--- src/rtl/keypad_pkg.sv ---
// Shared types and constants for the matrix keypad scanner and its key-event FIFO.
package keypad_pkg;

  localparam int default_row_number    = 4;
  localparam int default_column_number = 4;

  // Width of a key code that addresses every cell of the matrix.
  function automatic int code_width_f(input int rows, input int columns);
    return (rows * columns > 1) ? $clog2(rows * columns) : 1;
  endfunction

  typedef enum logic [1:0] {
    IDLE,
    DEBOUNCE,
    HELD,
    RELEASE
  } keypad_state_t;

  typedef enum logic [1:0] {
    NONE,
    SINGLE,
    MULTI
  } frame_class_t;

endpackage

--- src/rtl/keypad_fifo.sv ---
// Small synchronous FIFO carrying accepted key codes; the head entry is always visible.
module keypad_fifo
  import keypad_pkg::*;
#(
  parameter int data_width = 4,
  parameter int depth      = 4
) (
  input  logic                  clock_digital_tube,
  input  logic                  reset_n,
  input  logic                  push,
  input  logic                  pop,
  input  logic [data_width-1:0] push_data,
  output logic [data_width-1:0] head,
  output logic                  full,
  output logic                  empty
);

  localparam int ptr_width = (depth > 1) ? $clog2(depth) : 1;

  logic [data_width-1:0] mem_reg [depth];
  logic [ptr_width-1:0]  wr_ptr_reg;
  logic [ptr_width-1:0]  rd_ptr_reg;
  logic [ptr_width:0]    count_reg;
  logic                  push_fire;
  logic                  pop_fire;

  assign full      = (count_reg == (ptr_width + 1)'(depth));
  assign empty     = (count_reg == '0);
  assign pop_fire  = pop && !empty;
  // A full FIFO still accepts a push when the head leaves in the same cycle.
  assign push_fire = push && (!full || pop_fire);
  assign head      = mem_reg[rd_ptr_reg];

  always_ff @(posedge clock_digital_tube or negedge reset_n) begin
    if (!reset_n) begin
      for (int i = 0; i < depth; i++) begin
        mem_reg[ptr_width'(i)] <= '0;
      end
    end else if (push_fire) begin
      mem_reg[wr_ptr_reg] <= push_data;
    end
  end

  always_ff @(posedge clock_digital_tube or negedge reset_n) begin
    if (!reset_n) begin
      wr_ptr_reg <= '0;
      rd_ptr_reg <= '0;
      count_reg  <= '0;
    end else begin
      if (push_fire) begin
        wr_ptr_reg <= wr_ptr_reg + 1'b1;
      end
      if (pop_fire) begin
        rd_ptr_reg <= rd_ptr_reg + 1'b1;
      end
      case ({push_fire, pop_fire})
        2'b10:   count_reg <= count_reg + 1'b1;
        2'b01:   count_reg <= count_reg - 1'b1;
        default: count_reg <= count_reg;
      endcase
    end
  end

endmodule

--- src/rtl/keypad_scanner.sv ---
// Column-strobed keypad scanner: synchronizes rows, snapshots whole frames,
// debounces over frames and queues one code per accepted press.
module keypad_scanner
  import keypad_pkg::*;
#(
  parameter int   row_number      = default_row_number,
  parameter int   column_number   = default_column_number,
  parameter int   column_dwell    = 4,
  parameter int   debounce_frames = 4,
  parameter int   fifo_depth      = 4,
  localparam int  code_width      = code_width_f(row_number, column_number)
) (
  input  logic                     clock_digital_tube,
  input  logic                     reset_n,
  input  logic [row_number-1:0]    row_n,
  output logic [column_number-1:0] column_n,
  output logic [code_width-1:0]    key_code,
  output logic                     key_valid,
  input  logic                     key_ready,
  output logic                     key_held,
  output logic                     overflow
);

  localparam int row_width    = (row_number > 1) ? $clog2(row_number) : 1;
  localparam int column_width = (column_number > 1) ? $clog2(column_number) : 1;
  localparam int dwell_width  = $clog2(column_dwell);
  localparam int count_width  = $clog2(debounce_frames + 1);

  logic [row_number-1:0]   row_sync1_reg;
  logic [row_number-1:0]   row_sync2_reg;
  logic [column_width-1:0] column_index_reg;
  logic [dwell_width-1:0]  dwell_count_reg;
  logic [row_number-1:0]   frame_reg [column_number];
  logic                    frame_valid_reg;
  logic                    sample_en;
  logic                    last_column;

  frame_class_t            frame_class;
  logic [code_width-1:0]   frame_code;

  keypad_state_t           state_reg;
  keypad_state_t           state_next;
  logic [count_width-1:0]  count_reg;
  logic [count_width-1:0]  count_next;
  logic [code_width-1:0]   candidate_reg;
  logic [code_width-1:0]   candidate_next;
  logic                    push;
  logic                    pop;
  logic                    fifo_full;
  logic                    fifo_empty;
  logic                    overflow_reg;

  always_ff @(posedge clock_digital_tube or negedge reset_n) begin
    if (!reset_n) begin
      row_sync1_reg <= '1;
      row_sync2_reg <= '1;
    end else begin
      row_sync1_reg <= row_n;
      row_sync2_reg <= row_sync1_reg;
    end
  end

  assign sample_en   = (dwell_count_reg == dwell_width'(column_dwell - 1));
  assign last_column = (column_index_reg == column_width'(column_number - 1));

  always_ff @(posedge clock_digital_tube or negedge reset_n) begin
    if (!reset_n) begin
      column_index_reg <= '0;
      dwell_count_reg  <= '0;
    end else if (sample_en) begin
      dwell_count_reg  <= '0;
      column_index_reg <= last_column ? '0 : column_index_reg + 1'b1;
    end else begin
      dwell_count_reg  <= dwell_count_reg + 1'b1;
    end
  end

  for (genvar gi = 0; gi < column_number; gi++) begin : g_strobe
    assign column_n[gi] = (column_index_reg != column_width'(gi));
  end

  // Sampling on the last dwell cycle leaves two cycles for the synchronizer to settle.
  always_ff @(posedge clock_digital_tube or negedge reset_n) begin
    if (!reset_n) begin
      for (int c = 0; c < column_number; c++) begin
        frame_reg[column_width'(c)] <= '0;
      end
      frame_valid_reg <= 1'b0;
    end else begin
      if (sample_en) begin
        frame_reg[column_index_reg] <= ~row_sync2_reg;
      end
      frame_valid_reg <= sample_en && last_column;
    end
  end

  always_comb begin
    logic seen_one;
    logic seen_two;
    seen_one   = 1'b0;
    seen_two   = 1'b0;
    frame_code = '0;
    for (int r = 0; r < row_number; r++) begin
      for (int c = 0; c < column_number; c++) begin
        if (frame_reg[column_width'(c)][row_width'(r)]) begin
          if (seen_one) begin
            seen_two = 1'b1;
          end else begin
            seen_one   = 1'b1;
            frame_code = code_width'(r * column_number + c);
          end
        end
      end
    end
    if (seen_two) begin
      frame_class = MULTI;
    end else if (seen_one) begin
      frame_class = SINGLE;
    end else begin
      frame_class = NONE;
    end
  end

  always_ff @(posedge clock_digital_tube or negedge reset_n) begin
    if (!reset_n) begin
      state_reg     <= IDLE;
      count_reg     <= '0;
      candidate_reg <= '0;
    end else begin
      state_reg     <= state_next;
      count_reg     <= count_next;
      candidate_reg <= candidate_next;
    end
  end

  always_comb begin
    state_next     = state_reg;
    count_next     = count_reg;
    candidate_next = candidate_reg;
    push           = 1'b0;
    if (frame_valid_reg) begin
      case (state_reg)
        IDLE: begin
          if (frame_class == SINGLE) begin
            candidate_next = frame_code;
            count_next     = count_width'(1);
            state_next     = DEBOUNCE;
          end
        end
        DEBOUNCE: begin
          if (frame_class == SINGLE && frame_code == candidate_reg) begin
            if (count_reg + 1'b1 == count_width'(debounce_frames)) begin
              push       = 1'b1;
              count_next = '0;
              state_next = HELD;
            end else begin
              count_next = count_reg + 1'b1;
            end
          end else if (frame_class == SINGLE) begin
            candidate_next = frame_code;
            count_next     = count_width'(1);
          end else begin
            count_next = '0;
            state_next = IDLE;
          end
        end
        HELD: begin
          // Chords and held keys keep the state; there is no auto-repeat.
          if (frame_class == NONE) begin
            count_next = count_width'(1);
            state_next = RELEASE;
          end
        end
        RELEASE: begin
          if (frame_class == NONE) begin
            if (count_reg + 1'b1 == count_width'(debounce_frames)) begin
              count_next = '0;
              state_next = IDLE;
            end else begin
              count_next = count_reg + 1'b1;
            end
          end else begin
            count_next = '0;
            state_next = HELD;
          end
        end
        default: begin
          state_next = IDLE;
        end
      endcase
    end
  end

  assign key_held  = (state_reg == HELD) || (state_reg == RELEASE);
  assign key_valid = !fifo_empty;
  assign pop       = key_valid && key_ready;

  keypad_fifo #(
    .data_width (code_width),
    .depth      (fifo_depth)
  ) u_fifo (
    .clock_digital_tube (clock_digital_tube),
    .reset_n            (reset_n),
    .push               (push),
    .pop                (pop),
    .push_data          (candidate_reg),
    .head               (key_code),
    .full               (fifo_full),
    .empty              (fifo_empty)
  );

  always_ff @(posedge clock_digital_tube or negedge reset_n) begin
    if (!reset_n) begin
      overflow_reg <= 1'b0;
    end else if (push && fifo_full && !pop) begin
      overflow_reg <= 1'b1;
    end
  end

  assign overflow = overflow_reg;

endmodule

--- config.mk ---
export PLATFORM = sky130hd
export DESIGN_NAME = keypad_scanner
export DESIGN_NICKNAME = d
export VERILOG_FILES = /design/src/rtl/keypad_pkg.sv /design/src/rtl/keypad_fifo.sv /design/src/rtl/keypad_scanner.sv
export SDC_FILE = /design/constraint.sdc
export NUM_CORES = 1
export LEC_CHECK = 0
export ABC_AREA = 1
export BUFFER_PORTS_ARGS = -buffer_cell sky130_fd_sc_hd__clkbuf_2
export CORE_MARGIN = 3
export CORE_UTILIZATION = 50
export CTS_CLUSTER_SIZE = 20
export DETAILED_ROUTE_END_ITERATION = 16
export PLACE_DENSITY = 0.7
export SETUP_SLACK_MARGIN = 0.1
export SYNTH_ARGS = -nofsm -noshare
export SYNTH_HDL_FRONTEND = slang
export SYNTH_SLANG_ARGS = --single-unit
--- constraint.sdc ---
create_clock -name clock_digital_tube -period 3.2 [get_ports clock_digital_tube]
set_input_delay 0.32 -clock clock_digital_tube [delete_from_list [all_inputs] [get_ports clock_digital_tube]]
set_output_delay 0.32 -clock clock_digital_tube [all_outputs]
set_load 0.03 [all_outputs]
# Yosys cells after proc, flatten, opt, wreduce, memory -nomap -nowiden
# Index checks and enable logic that the tools add are counted.
# totals
register_bits	62
# op_classes
addsub	7
n_lt_le_gt_ge	5
eq_ne	20
n_mux	52
bitwise_logic	4
n_reduce_logical	25
# ops
cell	n
$mux W4	10
$bwmux W16	2
$mux W2	10
$mux W1	18
$demux W4 S2	2
$mux W3	5
$pmux W3 S4	1
$eq A2 B2 Y1 const B	5
$ne A2 B2 Y1 const B	5
$ge A3 B3 Y1 const B	3
$logic_and A1 B1 Y1	9
$ne A3 B3 Y1 const B	3
$not A2 Y3	3
$add A2 B1 Y2 const B	4
$bmux W4 S2	1
$pmux W2 S4	1
$pmux W4 S2	1
$add A3 B1 Y3 const B	2
$eq A2 B1 Y1 const B	3
$eq A3 B3 Y1 const B	2
$lt A3 B1 Y1 const B	2
$pmux W3 S2	1
$reduce_and A3 Y1	2
$reduce_and A6 Y1	1
10 further kinds	17

# Logic depth before layout (Yosys ltp)
# depth
ltp_word	16
mapped_depth	14
mapped_depth_nobuf	14

# Cells and area by module
# A second synthesis with hierarchy kept.
# hier_totals
cells_unflattened	267
area_unflattened_um2	2282.2
# by_module_without_submodules
mod	n_inst	cells_each	area_each_um2	seq_area_each_um2
keypad_scanner	1	149	1156.1	530.5
keypad_fifo	1	118	1126.1	615.6

# Worst setup path after synthesis
# Ideal clock, no wire load.
# synth_path
path_type	register -> register
startpoint	reg count_reg[0]
endpoint	reg u_fifo.count_reg[2]
setup_time_ns	0.131
arrival_ns	2.195
t_required_ns	3.069
setup_slack_ns	0.874
path_stages_with_launch	12
synth_period_minus_slack_ns	2.326
cell_sequence	dfrtp_1 ha_1 or2_2 nand4_1 inv_1 nand3_2 ha_1 inv_1 fa_1 a21oi_1 o21ai_0 xor2_1
# synth_via
elab_chain_len	9
word_cells_on_any_way	11
cone_classes	add/sub: 1; eq/ne: 3; mux: 5; reduce/logical: 2
# synth_rtl
element	line	rtl
from (decl)	keypad_scanner.sv:43	logic [count_width-1:0] count_reg;
from (signal assigned)	keypad_scanner.sv:131	count_reg <= count_next;
$add A3 B1 Y3 (*)	keypad_scanner.sv:152	if (count_reg + 1'b1 == count_width'(debounce_frames)) begin
$eq A3 B3 Y1 (*)	keypad_scanner.sv:152	
$mux W1 (*)	keypad_scanner.sv:152	
$mux W1 (*)	keypad_scanner.sv:151	if (frame_class == SINGLE && frame_code == candidate_reg) begin
$mux W1 (*)	keypad_scanner.sv:142	case (state_reg)
$mux W1 (*)	keypad_scanner.sv:141	if (frame_valid_reg) begin
$logic_and A1 B1 Y1 (*)	keypad_fifo.sv:31	assign push_fire = push && (!full || pop_fire);
$eq A2 B1 Y1 or $eq A2 B2 Y1 (tied branches)	keypad_fifo.sv:56	case ({push_fire, pop_fire})
$pmux W3 S2 or $reduce_bool A2 Y1 (tied branches)	n/a	
to (signal assigned)	keypad_fifo.sv:57	2'b10: count_reg <= count_reg + 1'b1;
to (signal assigned)	keypad_fifo.sv:58	2'b01: count_reg <= count_reg - 1'b1;
to (signal assigned)	keypad_fifo.sv:59	default: count_reg <= count_reg;
to (decl)	keypad_fifo.sv:23	logic [ptr_width:0] count_reg;
# Mark *: on every way between the ends. The rest lies on a longest branch, timed or not.
# A chain may end at the register's enable or synchronous reset.

# Final worst setup path
# Ends and elaborated chain as after synthesis.

==> metrics.md <==
| Metric | Value |
|---|---|
| Seq. cell area | `926 um^2` |
| Pins Over Slew Limit | `0` |
| Port Buffers | `13` |
| Synth Warn # | `0` |
| Area growth from synthesis to layout | `10.9%` |
| GRT overflow | `0` |
| CTS Root Buffer Type | `clkbuf_8` |
| Cell area after synthesis | `1900 um^2` |
| TritonCTS clock tree | `done` |
| Largest net degree at the start of global routing | `34` |
| Worst Setup End Kind | `flop` |
| CTS resizes | `0` |
| Post-CTS Hold Fix Bufs | `0` |
| CP Data Required Time | `3.37 ns` |
| Clock sinks | `36` |
| Starting Density | `0.544` |
| Routed vias | `1363` |
| Setup slack, reg-to-reg | `0.73 ns` |
| Clock skew | `0.00445 ns` |
| Post-synth cell types | `32` |
| Synth async-reset ratio | `0.889` |
| Die Ht | `67.7 um` |
| EDFF count, synth | `4` |
| Vias per inst | `4.90` |
| Placer Congestion | `0.769` |
| Cell count after synthesis | `212` |
| Total GRT Usage | `0.161` |
| Initial antenna violation count | `0` |
| Multi-input gate area | `837 um^2` |
| Worst EP arrival | `2.64 ns` |
| Hold WS | `0.0420 ns` |
| FP Rows | `21` |
| HPWL after detailed placement | `2360 um` |
| # nets final | `251` |
| Synth Area per Inst | `8.97 um^2` |
| I/O pin cnt | `18` |
| Critical Path Start Type | `flop` |
| Pwr Density | `569 nW/um^2` |
| Crit Path Max Fanout | `4` |
| TritonCTS Buffers | `5` |
| Max Cap Violations | `0` |
| Ys flop type | `dfrtp_1` |
| Final antenna-violating net count | `0` |
| First-pass GRT wire length | `5400 um` |
| Post-route setup TNS | `0 ns` |
| DR DRC count | `0` |
| Critical Path Slowest Stage Cell | `fa_1` |
| Final worst path period need | `2.47 ns` |
| H-tree lvl count | `2` |
| WP buf/inv | `2` |
| Seq cells post-synth | `36` |
| Post-route clock period utilization | `0.773` |
| Peak VDD IR | `0.000331 V` |
| Die extent in x | `67.7 um` |
| Hold Vio Cnt, Final | `0` |
| Commonest non-fill, non-tap cell in the layout | `nand2_1` |
| Crit path largest cell delay | `0.43 ns` |
| Core footprint | `3490 um^2` |
| Delay-heaviest family, CP | `adder cells` |
| CP cell instances | `ha_1 -> or2_2 -> nand4_1 -> inv_1 -> nand3_2 -> ha_1 -> inv_1 -> fa_1 -> a21oi_1 -> o21ai_0 -> xor2_1` |
| F_max | `0.404 GHz` |
| Initial DRC count | `38` |
| Fin util | `0.604` |
| Standby leakage power | `1.07 nW` |
| Layout fillers | `321` |
| Die area | `4580 um^2` |
| DRT Pass-1 Iters | `4` |
| Wire per inst | `11.1 um` |
| Final wirelength | `3080 um` |
| Setup violators final | `0` |
| Skew-Pair Late Insertion Delay | `0.29 ns` |
| Largest register FFs | `8` |
| CTS Buffer Depth | `2` |
| Most frequent cells in the layout | `nand2_1 (54), inv_1 (31), dfrtp_1 (28), o21ai_0 (16), clkbuf_2 (13)` |
| Clock Pin Slew Worst Setup and Hold Paths | `0.07 ns` |
| Layout cells sized above 1 | `0.181` |
| Vias in the first global route | `1284` |
| Crit Path Class | `reg -> reg` |
| N_diodes | `0` |
| Hold Crit Class | `in -> async` |
| Post-CTS setup buffer count | `0` |
| Status | `complete, no violations` |
| Seq/Total Area, Yosys | `0.487` |
| Unrepaired setup endpoints after global routing | `no` |
==> cell usage after synthesis, types with 2 or more instances <==
library cell | instances | share of area
nand4_1 | 9 | 0.030
nand3_2 | 5 | 0.026
nor2_1 | 10 | 0.020
ha_1 | 12 | 0.079
o21ai_0 | 16 | 0.042
buf_4 | 2 | 0.0079
nor2_2 | 2 | 0.0066
inv_2 | 2 | 0.0039
xor2_1 | 4 | 0.018
nand3_1 | 8 | 0.021
nand2_1 | 54 | 0.11
dfrtp_1 | 28 | 0.37
edfxtp_1 | 4 | 0.063
o22ai_1 | 2 | 0.0066
inv_1 | 31 | 0.061
a21oi_1 | 4 | 0.011
dfstp_2 | 4 | 0.055
==> cell families (layout without fill, tap and decap cells) <==
family | Yosys count | after routing | synth area share
xor gates and xnor gates | 5 | 5 | 0.0230
AOI/OAI and AO/OA | 25 | 25 | 0.0711
other | 1 | 2 | 0.00197
adders and majority gates | 13 | 13 | 0.0895
buffers and inverters | 36 | 55 | 0.0750
DFF | 36 | 36 | 0.487
and+or+nand+nor | 96 | 96 | 0.253
==> worst paths after layout <==
| kind | start | to | depth (start not counted) |
|---|---|---|---|
| worst max-delay path | count_reg[0] | u_fifo.count_reg[2] | 11 |
| worst min-delay path | reset_n | u_fifo.mem_reg[8] | 2 |
| worst max register to register | count_reg[0] | u_fifo.count_reg[2] | 11 |
| worst min register to register | row_sync1_reg[0] | row_sync2_reg[0] | 0 |
| max in group asynchronous | reset_n | row_sync2_reg[1] | 2 |
| min in group clock_digital_tube | row_n[1] | row_sync1_reg[1] | 1 |
==> final cells by class <==
cell class,instances,area share
Tap cell,46,0.0273
Clock buffer,6,0.0391
Timing Repair Buffer,14,0.0344
Multi-Input combinational cell,141,0.397
Clock inverter,2,0.00474
Inverter,33,0.0587
Sequential cell,36,0.439
==> layer usage <==
metal | routed length, um | track usage | share of wire | up-vias
met5 | 0 | 0 | 0 | -
li1 | - | - | - | 711
met2 | 1390 | 0.244 | 0.45 | 21
met1 | 1480 | 0.202 | 0.48 | 627
met4 | 48 | 0.0684 | 0.016 | 0
met3 | 154 | 0.0649 | 0.050 | 4
==> metrics by stage <==
| step | cell area [um^2] | power [mW] | setup WS, ns | cells |
|---|---|---|---|---|
| after detailed placement | 2020 | 0.885 | 0.708 | 270 |
| after floorplan | 1910 | 0.805 | 0.874 | 213 |
| after CTS | 2110 | 1.22 | 0.691 | 278 |
| after global placement | 2020 | 0.875 | 0.746 | 270 |
| final | 2110 | 1.20 | 0.726 | 278 |
| after global routing | 2110 | 1.29 | 0.571 | 278 |
==> power by group <==
group          switching, mW  leakage (nW)  internal, mW  total, mW
clock network          0.156        0.0510         0.171      0.327
registers             0.0513         0.441         0.515      0.566
logic                  0.201         0.580         0.105      0.307
total                  0.409          1.07         0.792       1.20
(Power assumes the default switching activity.)
